$ cat src/rtl/lamp_debounce_ctrl_if.sv
// Three-switch lamp interface: raw switch levels in, lamp drive and toggle events out.
// The master drives the switches; the slave is the debouncing lamp controller.
interface lamp_debounce_ctrl_if #(
    parameter int unsigned CNT_W = 8
);
    logic             S1;
    logic             S2;
    logic             S3;
    logic             F;
    logic             sw_evt;
    logic [1:0]       sw_id;
    logic [CNT_W-1:0] toggle_cnt;

    modport master (
        output S1,
        output S2,
        output S3,
        input  F,
        input  sw_evt,
        input  sw_id,
        input  toggle_cnt
    );

    modport slave (
        input  S1,
        input  S2,
        input  S3,
        output F,
        output sw_evt,
        output sw_id,
        output toggle_cnt
    );
endinterface

$ cat src/rtl/lamp_debounce_ctrl.sv
// Synchronizes and debounces three staircase switches; the lamp is the parity of the
// debounced states, and every accepted change is reported as a one-cycle counted event.
module lamp_debounce_ctrl #(
    parameter int unsigned DB_CYCLES = 4,
    parameter int unsigned CNT_W     = 8
) (
    input  logic                 clk,
    input  logic                 rst_n,
    lamp_debounce_ctrl_if.slave  bus
);
    localparam logic [7:0] DbLast = 8'(DB_CYCLES - 1);

    logic [2:0]       raw;
    logic [2:0]       meta_q;
    logic [2:0]       sync_q;
    logic [2:0]       db_q;
    logic [2:0]       db_d;
    logic [2:0]       acc;
    logic [7:0]       cnt_q [3];
    logic [7:0]       cnt_d [3];
    logic             sw_evt_q;
    logic             sw_evt_d;
    logic [1:0]       sw_id_q;
    logic [1:0]       sw_id_d;
    logic [CNT_W-1:0] toggle_cnt_q;
    logic [CNT_W-1:0] toggle_cnt_d;

    assign raw = {bus.S3, bus.S2, bus.S1};

    // Per-switch run counter: a change is accepted only after DB_CYCLES mismatching cycles.
    always_comb begin
        db_d = db_q;
        acc  = '0;
        for (int i = 0; i < 3; i++) begin
            cnt_d[i] = cnt_q[i];
            if (sync_q[i] == db_q[i]) begin
                cnt_d[i] = '0;
            end else if (cnt_q[i] == DbLast) begin
                db_d[i]  = sync_q[i];
                cnt_d[i] = '0;
                acc[i]   = 1'b1;
            end else begin
                cnt_d[i] = cnt_q[i] + 8'd1;
            end
        end
    end

    // Simultaneous acceptances report the lowest switch but count every one of them.
    always_comb begin
        sw_evt_d = |acc;
        if (acc[0]) begin
            sw_id_d = 2'd1;
        end else if (acc[1]) begin
            sw_id_d = 2'd2;
        end else if (acc[2]) begin
            sw_id_d = 2'd3;
        end else begin
            sw_id_d = 2'd0;
        end
        toggle_cnt_d = toggle_cnt_q + CNT_W'(acc[0]) + CNT_W'(acc[1]) + CNT_W'(acc[2]);
    end

    always_ff @(posedge clk) begin
        if (!rst_n) begin
            meta_q       <= '0;
            sync_q       <= '0;
            db_q         <= '0;
            sw_evt_q     <= 1'b0;
            sw_id_q      <= '0;
            toggle_cnt_q <= '0;
            for (int i = 0; i < 3; i++) begin
                cnt_q[i] <= '0;
            end
        end else begin
            meta_q       <= raw;
            sync_q       <= meta_q;
            db_q         <= db_d;
            sw_evt_q     <= sw_evt_d;
            sw_id_q      <= sw_id_d;
            toggle_cnt_q <= toggle_cnt_d;
            for (int i = 0; i < 3; i++) begin
                cnt_q[i] <= cnt_d[i];
            end
        end
    end

    assign bus.F          = ^db_q;
    assign bus.sw_evt     = sw_evt_q;
    assign bus.sw_id      = sw_id_q;
    assign bus.toggle_cnt = toggle_cnt_q;
endmodule
$ cat src/flat_wrapper.sv
// flat-port wrapper written by rule: the top's interface ports become plain ports
module lamp_debounce_ctrl_flat 
#(
    parameter int unsigned DB_CYCLES = 4,
    parameter int unsigned CNT_W     = 8
)
  (clk, rst_n, bus_S1, bus_S2, bus_S3, bus_F, bus_sw_evt, bus_sw_id, bus_toggle_cnt);
  lamp_debounce_ctrl_if #(.CNT_W(CNT_W)) bus_i ();
  input  logic clk;
  input  logic rst_n;
  input wire logic [$bits(bus_i.S1)-1:0] bus_S1;
  input wire logic [$bits(bus_i.S2)-1:0] bus_S2;
  input wire logic [$bits(bus_i.S3)-1:0] bus_S3;
  output wire logic [$bits(bus_i.F)-1:0] bus_F;
  output wire logic [$bits(bus_i.sw_evt)-1:0] bus_sw_evt;
  output wire logic [$bits(bus_i.sw_id)-1:0] bus_sw_id;
  output wire logic [$bits(bus_i.toggle_cnt)-1:0] bus_toggle_cnt;
  assign bus_i.S1 = bus_S1;
  assign bus_i.S2 = bus_S2;
  assign bus_i.S3 = bus_S3;
  assign bus_F = bus_i.F;
  assign bus_sw_evt = bus_i.sw_evt;
  assign bus_sw_id = bus_i.sw_id;
  assign bus_toggle_cnt = bus_i.toggle_cnt;
  lamp_debounce_ctrl #(.DB_CYCLES(DB_CYCLES), .CNT_W(CNT_W)) u_core (.clk(clk), .rst_n(rst_n), .bus(bus_i));
endmodule
$ cat config.mk
export PLATFORM = sky130hd
export DESIGN_NAME = lamp_debounce_ctrl_flat
export DESIGN_NICKNAME = d
export VERILOG_FILES = /design/src/rtl/lamp_debounce_ctrl_if.sv /design/src/rtl/lamp_debounce_ctrl.sv /design/src/flat_wrapper.sv
export SDC_FILE = /design/constraint.sdc
export NUM_CORES = 1
export LEC_CHECK = 0
export CORE_ASPECT_RATIO = 0.6
export CORE_MARGIN = 2
export CORE_UTILIZATION = 55
export CTS_CLUSTER_SIZE = 12
export DETAILED_ROUTE_END_ITERATION = 8
export MAX_ROUTING_LAYER = met4
export PLACE_DENSITY = 0.77
export REMOVE_ABC_BUFFERS = 1
export SYNTH_ARGS = -nofsm -noshare
export SYNTH_HDL_FRONTEND = slang
export SYNTH_SLANG_ARGS = --single-unit
export TNS_END_PERCENT = 10
$ cat constraint.sdc
create_clock -name clk -period 3.8 [get_ports clk]
set_input_delay 0.38 -clock clk [delete_from_list [all_inputs] [get_ports clk]]
set_output_delay 0.38 -clock clk [all_outputs]
set_load 0.05 [all_outputs]
Word-level counts from Yosys, hierarchy flattened
Memory sizes are Yosys's and may differ from the RTL's.
Cells that the tools add are included.
{ "op_classes": {"add_sub_neg": 6, "n_mul": 0, "div_mod_pow": 0, "order_cmp": 0, "eq_ne": 6, "n_shift": 0, "n_mux": 20, "bitwise": 7, "reduce_logical": 6} }
{ "ops": {"columns": ["operator", "count"], "rows": [
  ["two-way mux 8 bit", 9],
  ["adder 8 x 1 -> 8 bit", 3],
  ["adder 8 x 1 -> 8 bit, second input constant", 3],
  ["equality test 8 x 2 -> 1 bit, second input constant", 3],
  ["two-way mux 1 bit", 9],
  ["AND reduction 2 bit", 3],
  ["two-way mux 2 bit", 2],
  ["inverter 1 bit", 4],
  ["equality test 1 bit", 3],
  ["OR 1 bit", 3],
  ["OR reduction 3 bit", 1],
  ["parity 3 bit", 1],
  ["OR reduction 2 bit", 1]
]} }
{ "totals": {"register_bits": 20, "latch_bits": 0, "ramBits": 24, "rom_bits": 0, "input_bits": 5, "output_inout_bits": 12, "wordCells": 55, "n_memories": 1} }
{ "memory_table": {"columns": ["memory", "words", "width", "rd", "rd_clocked_by_memory_dff", "wr", "line", "source"], "rows": [
  ["u_core.cnt_q", 3, 8, 3, 0, 3, "lamp_debounce_ctrl.sv:19", "logic [7:0] cnt_q [3];"]
]} }

Depth between registers and ports, before layout
An unclocked memory read counts as a cell.
{ "logic_depth": {"ltp_word": 7, "depth_mapped": 11, "mapped_depth_nobuf": 11} }

Least setup slack after synthesis
OpenSTA, ideal clock, no wires.
{ "synth_timing": {"kind": "register -> register", "startpoint": "memory u_core.cnt_q[1][0] (netlist: u_core.cnt_q[0][8])", "endpoint": "register u_core.toggle_cnt_q[6] (netlist: u_core.bus.toggle_cnt[6])", "setup_time_ps": 70, "arrival_time_ps": 2609, "required_ps": 3730, "setup_slack_ps": 1120, "stages_incl_launch_ff": 12, "n_path_buf": 0, "period_less_slack_ps": 2680, "path_cell_list": "dfxtp_1 > ha_1 > nor3b_1 > nand3_1 > inv_1 > fa_1 > ha_1 > inv_1 > fa_1 > nand2b_1 > or3_1 > a21oi_1"} }
{ "synth_rtl": {"columns": ["element", "line", "source"], "rows": [
  ["from (decl)", "lamp_debounce_ctrl.sv:19", null],
  ["to (signal assigned)", "lamp_debounce_ctrl.sv:80", "toggle_cnt_q <= toggle_cnt_d;"],
  ["to (decl)", "lamp_debounce_ctrl.sv:25", "logic [CNT_W-1:0] toggle_cnt_q;"]
]} }

==> metrics.txt <==
CP endpoint kind=register; Slew @ Worst Pin=0.646 ns; largest area contributor in the netlist=dfxtp_1; first-pass GRT wire length=between 5000 and 6000 um; fin crit share=76.3%; R2R setup slack=0.90 ns; layout cells sized above 1=about 6.7%; All-Layer GR Usage=20.1%; fin nets=roughly 240; Setup CP Type=reg2reg; CP bufs+invs=2; synthesis-stage register bit count=44; Hold Crit Start=u_core.meta_q[1]$_SDFF_PN0_; Pint=597 uW; postcts setup bufs=0; final setup TNS=0 ns; Final ANT Viol Nets=0; Worst Path Required=4.03 ns; mux contribution to synthesized area=less than 1%; min-delay worst type=reg2reg; Core ar.=3280 um^2; largest family of logic cells by synthesized area=simple AND/OR/NAND/NOR gates; iteration count of the initial detailed-routing pass=4; Startpoint Class=register; clk buf depth=2; CP top delay family=adder cells; cell count after synthesis=206; ys flop type=dfxtp_1; clock sink count=44; area grow syn2layout=14.4%; worst-skew pair later-pin latency=around 0.30 ns; Clk pwr share=36.0%; Ys Warns=0; slowest CP cell=fa_1; Post-Synth Adder-Cell Area=approximately 6%; depth of the CTS H-tree=2; Final Hold Vio Count=0; Synth Area in XOR/XNOR=under 10%; initial DRC count=53; dpl hpwl=2490 um; PD cells=approximately 350 nW/um^2; synth top area cells=dfxtp_1, xor2_1, nand3_1; syn avg cell area=roughly 9.3 um^2; crit path max fanout=5; die area=3980 um^2; launch point of the worst path=u_core.cnt_q[0][8]$_SDFF_PP0_; number of distinct library cells after synthesis=28; P_leak=roughly 0.75 nW; largest net degree at the start of global routing=15; vias post-DR=1,488; Slew Limit Fails=0; diode count=0; vias per cell=about 5.5; Wirelength per Cell=12.6 um; Post-Synth Simple-Gate Area=23.9%; RSZ-0062 raised after global routing=false; CP cell instances=ha_1 -> nor3b_1 -> nand3_1 -> inv_1 -> fa_1 -> ha_1 -> inv_1 -> fa_1 -> nand2b_1 -> or3_1 -> a21oi_1; drt drc=0; Initial Utilization=about three fifths; die width=approximately 80 um; routability congestion estimate=0.849; share of the synthesized area in the top cell type=between 40% and 50%; Psw=160 uW; highest cell delay on the worst timing path=0.51 ns; Worst-path clk slew=0.08 ns; CTS Hold Bufs=0; worst vdd ir=278 uV; die height=49.7 um; # port buffers=16; FP Rows=16; post-route setup slack=0.902 ns; Max Freq=345 MHz; async set-reset flop share out of synthesis=0%; post-synthesis sequential area ratio=46.0%; Routed WL=around 3400 um; total of max-cap violations=0; vias in the first global route=1,355; beginning of the worst register-to-register path=u_core.cnt_q[0][8]$_SDFF_PP0_; CTS Buf Count=5; pre-CTS setup slack=0.913 ns; Setup Viol. Count Final=0; post_cts resized=0; Layout Skew=0.00994 ns; sequential share of power=61.7%; CTS tree=done; Ports=17; Arr. time, crit path=around 3.1 ns; status=completed; post-synthesis cell area=about 1900 um^2; antenna violations before repair=0; Overflow after GRT=0; Final Critical Period=2.90 ns; Rel. slew slack=56.8%; # fillers=274; Root Driver=clkbuf_8; switch share=21.1%; logic gate share of total power=2.3%; Compound-Gate Fraction of Synth Area=roughly 13%; Post-synth EDFFs=0
[worst register-to-register path, cell delays in order (launching register included)]
cell and delay (ns):
dfxtp_1 0.36, ha_1 0.25, nor3b_1 0.17, nand3_1 0.13, inv_1 0.09, fa_1 0.51
ha_1 0.17, inv_1 0.06, fa_1 0.41, nand2b_1 0.17, or3_1 0.36, a21oi_1 0.16
[power by group through the flow]
| stage | Sequential, mW | Combinational [mW] | Clock, mW |
|---|---|---|---|
| after floorplan | 0.477 | 0.00865 | 0 |
| after global placement | 0.478 | 0.0166 | 0 |
| after detailed placement | 0.478 | 0.0173 | 0 |
| after CTS | 0.467 | 0.0173 | 0.282 |
| after global routing | 0.467 | 0.0190 | 0.298 |
| final | 0.467 | 0.0172 | 0.273 |
[through the flow]
stage          hold WS [ns]  utilization [%]  instance area (um^2)  cells  power [mW]
3_5_place_dp          0.421             64.4                  2110    263       0.495
5_1_grt               0.452             66.7                  2190    270       0.784
2_1_floorplan         0.412                -                  1900    202       0.486
4_1_cts               0.439             66.7                  2190    270       0.766
3_3_place_gp          0.416             64.4                  2110    263       0.494
6_report              0.434             66.7                  2190    270       0.757
[cells in the final DEF (no fill, tap or decap), types with 2 or more instances in the layout]
cell type        count
dfxtp_1             44
nand3_1             19
nor2_1              18
a21oi_1             17
clkdlybuf4s50_1     16
inv_1               14
o21ai_0             14
xor2_1              11
or3_1               11
and2_1               7
nand2_1              6
ha_1                 6
xnor2_1              5
clkbuf_8             5
nor4_1               4
nand4_1              4
nor3b_1              3
or4_4                3
or3b_2               3
o211ai_4             3
nand2b_1             2
fa_1                 2
[cell usage after synthesis, drive strengths merged (5+ instances only)]
master  number
and2         7
xor2        11
nor2        18
ha           6
or3         11
a21oi       17
dfxtp       44
nand3       19
inv         14
o21ai       14
xnor2        5
nand2        6
[state kept, by name, summed over array words and instances (netlist names)]
signal / flops
u_core.cnt_q: 24
u_core.db_q: 3
u_core.bus.toggle_cnt: 8
u_core.sync_q: 3
u_core.bus.sw_id: 2
u_core.meta_q: 3
u_core.bus.sw_evt: 1
[per-layer routing]
layer / vias up / global-route usage [%] / wire (um)
li1: 756 / - / -
met1: 701 / 23.8 / 1630
met2: 23 / 31.1 / 1560
met3: 8 / 5.49 / 131
met4: 0 / 11.0 / 80
met5: - / - / 0
[cell families (layout without fill, tap and decap cells)]
group,after synthesis,count (layout)
adders and majority gates,8,8
and+or+nand+nor,82,82
buffers and inverters,18,37
AOI/OAI and AO/OA,37,37
xor gates and xnor gates,16,16
muxes,1,1
DFF,44,44
[worst paths after layout]
check,to,cells past startpoint
min reg2reg,u_core.sync_q[1]$_SDFF_PN0_,1
min,u_core.sync_q[1]$_SDFF_PN0_,1
max reg2reg,u_core.bus.toggle_cnt[6]$_SDFF_PN0_,11
max,u_core.bus.toggle_cnt[6]$_SDFF_PN0_,11
[layout make-up]
cell class | instances | area [um^2] | area share [%]
flip-flops and latches | 44 | 881 | 40.2
multi-input cells | 144 | 963 | 44.0
well taps | 45 | 56.3 | 2.57
repair buffers | 16 | 160 | 7.31
clock inverters | 1 | 5.00 | 0.228
clock buffers | 6 | 72.6 | 3.31
inverters | 14 | 52.6 | 2.40
(Power assumes the default switching activity.)
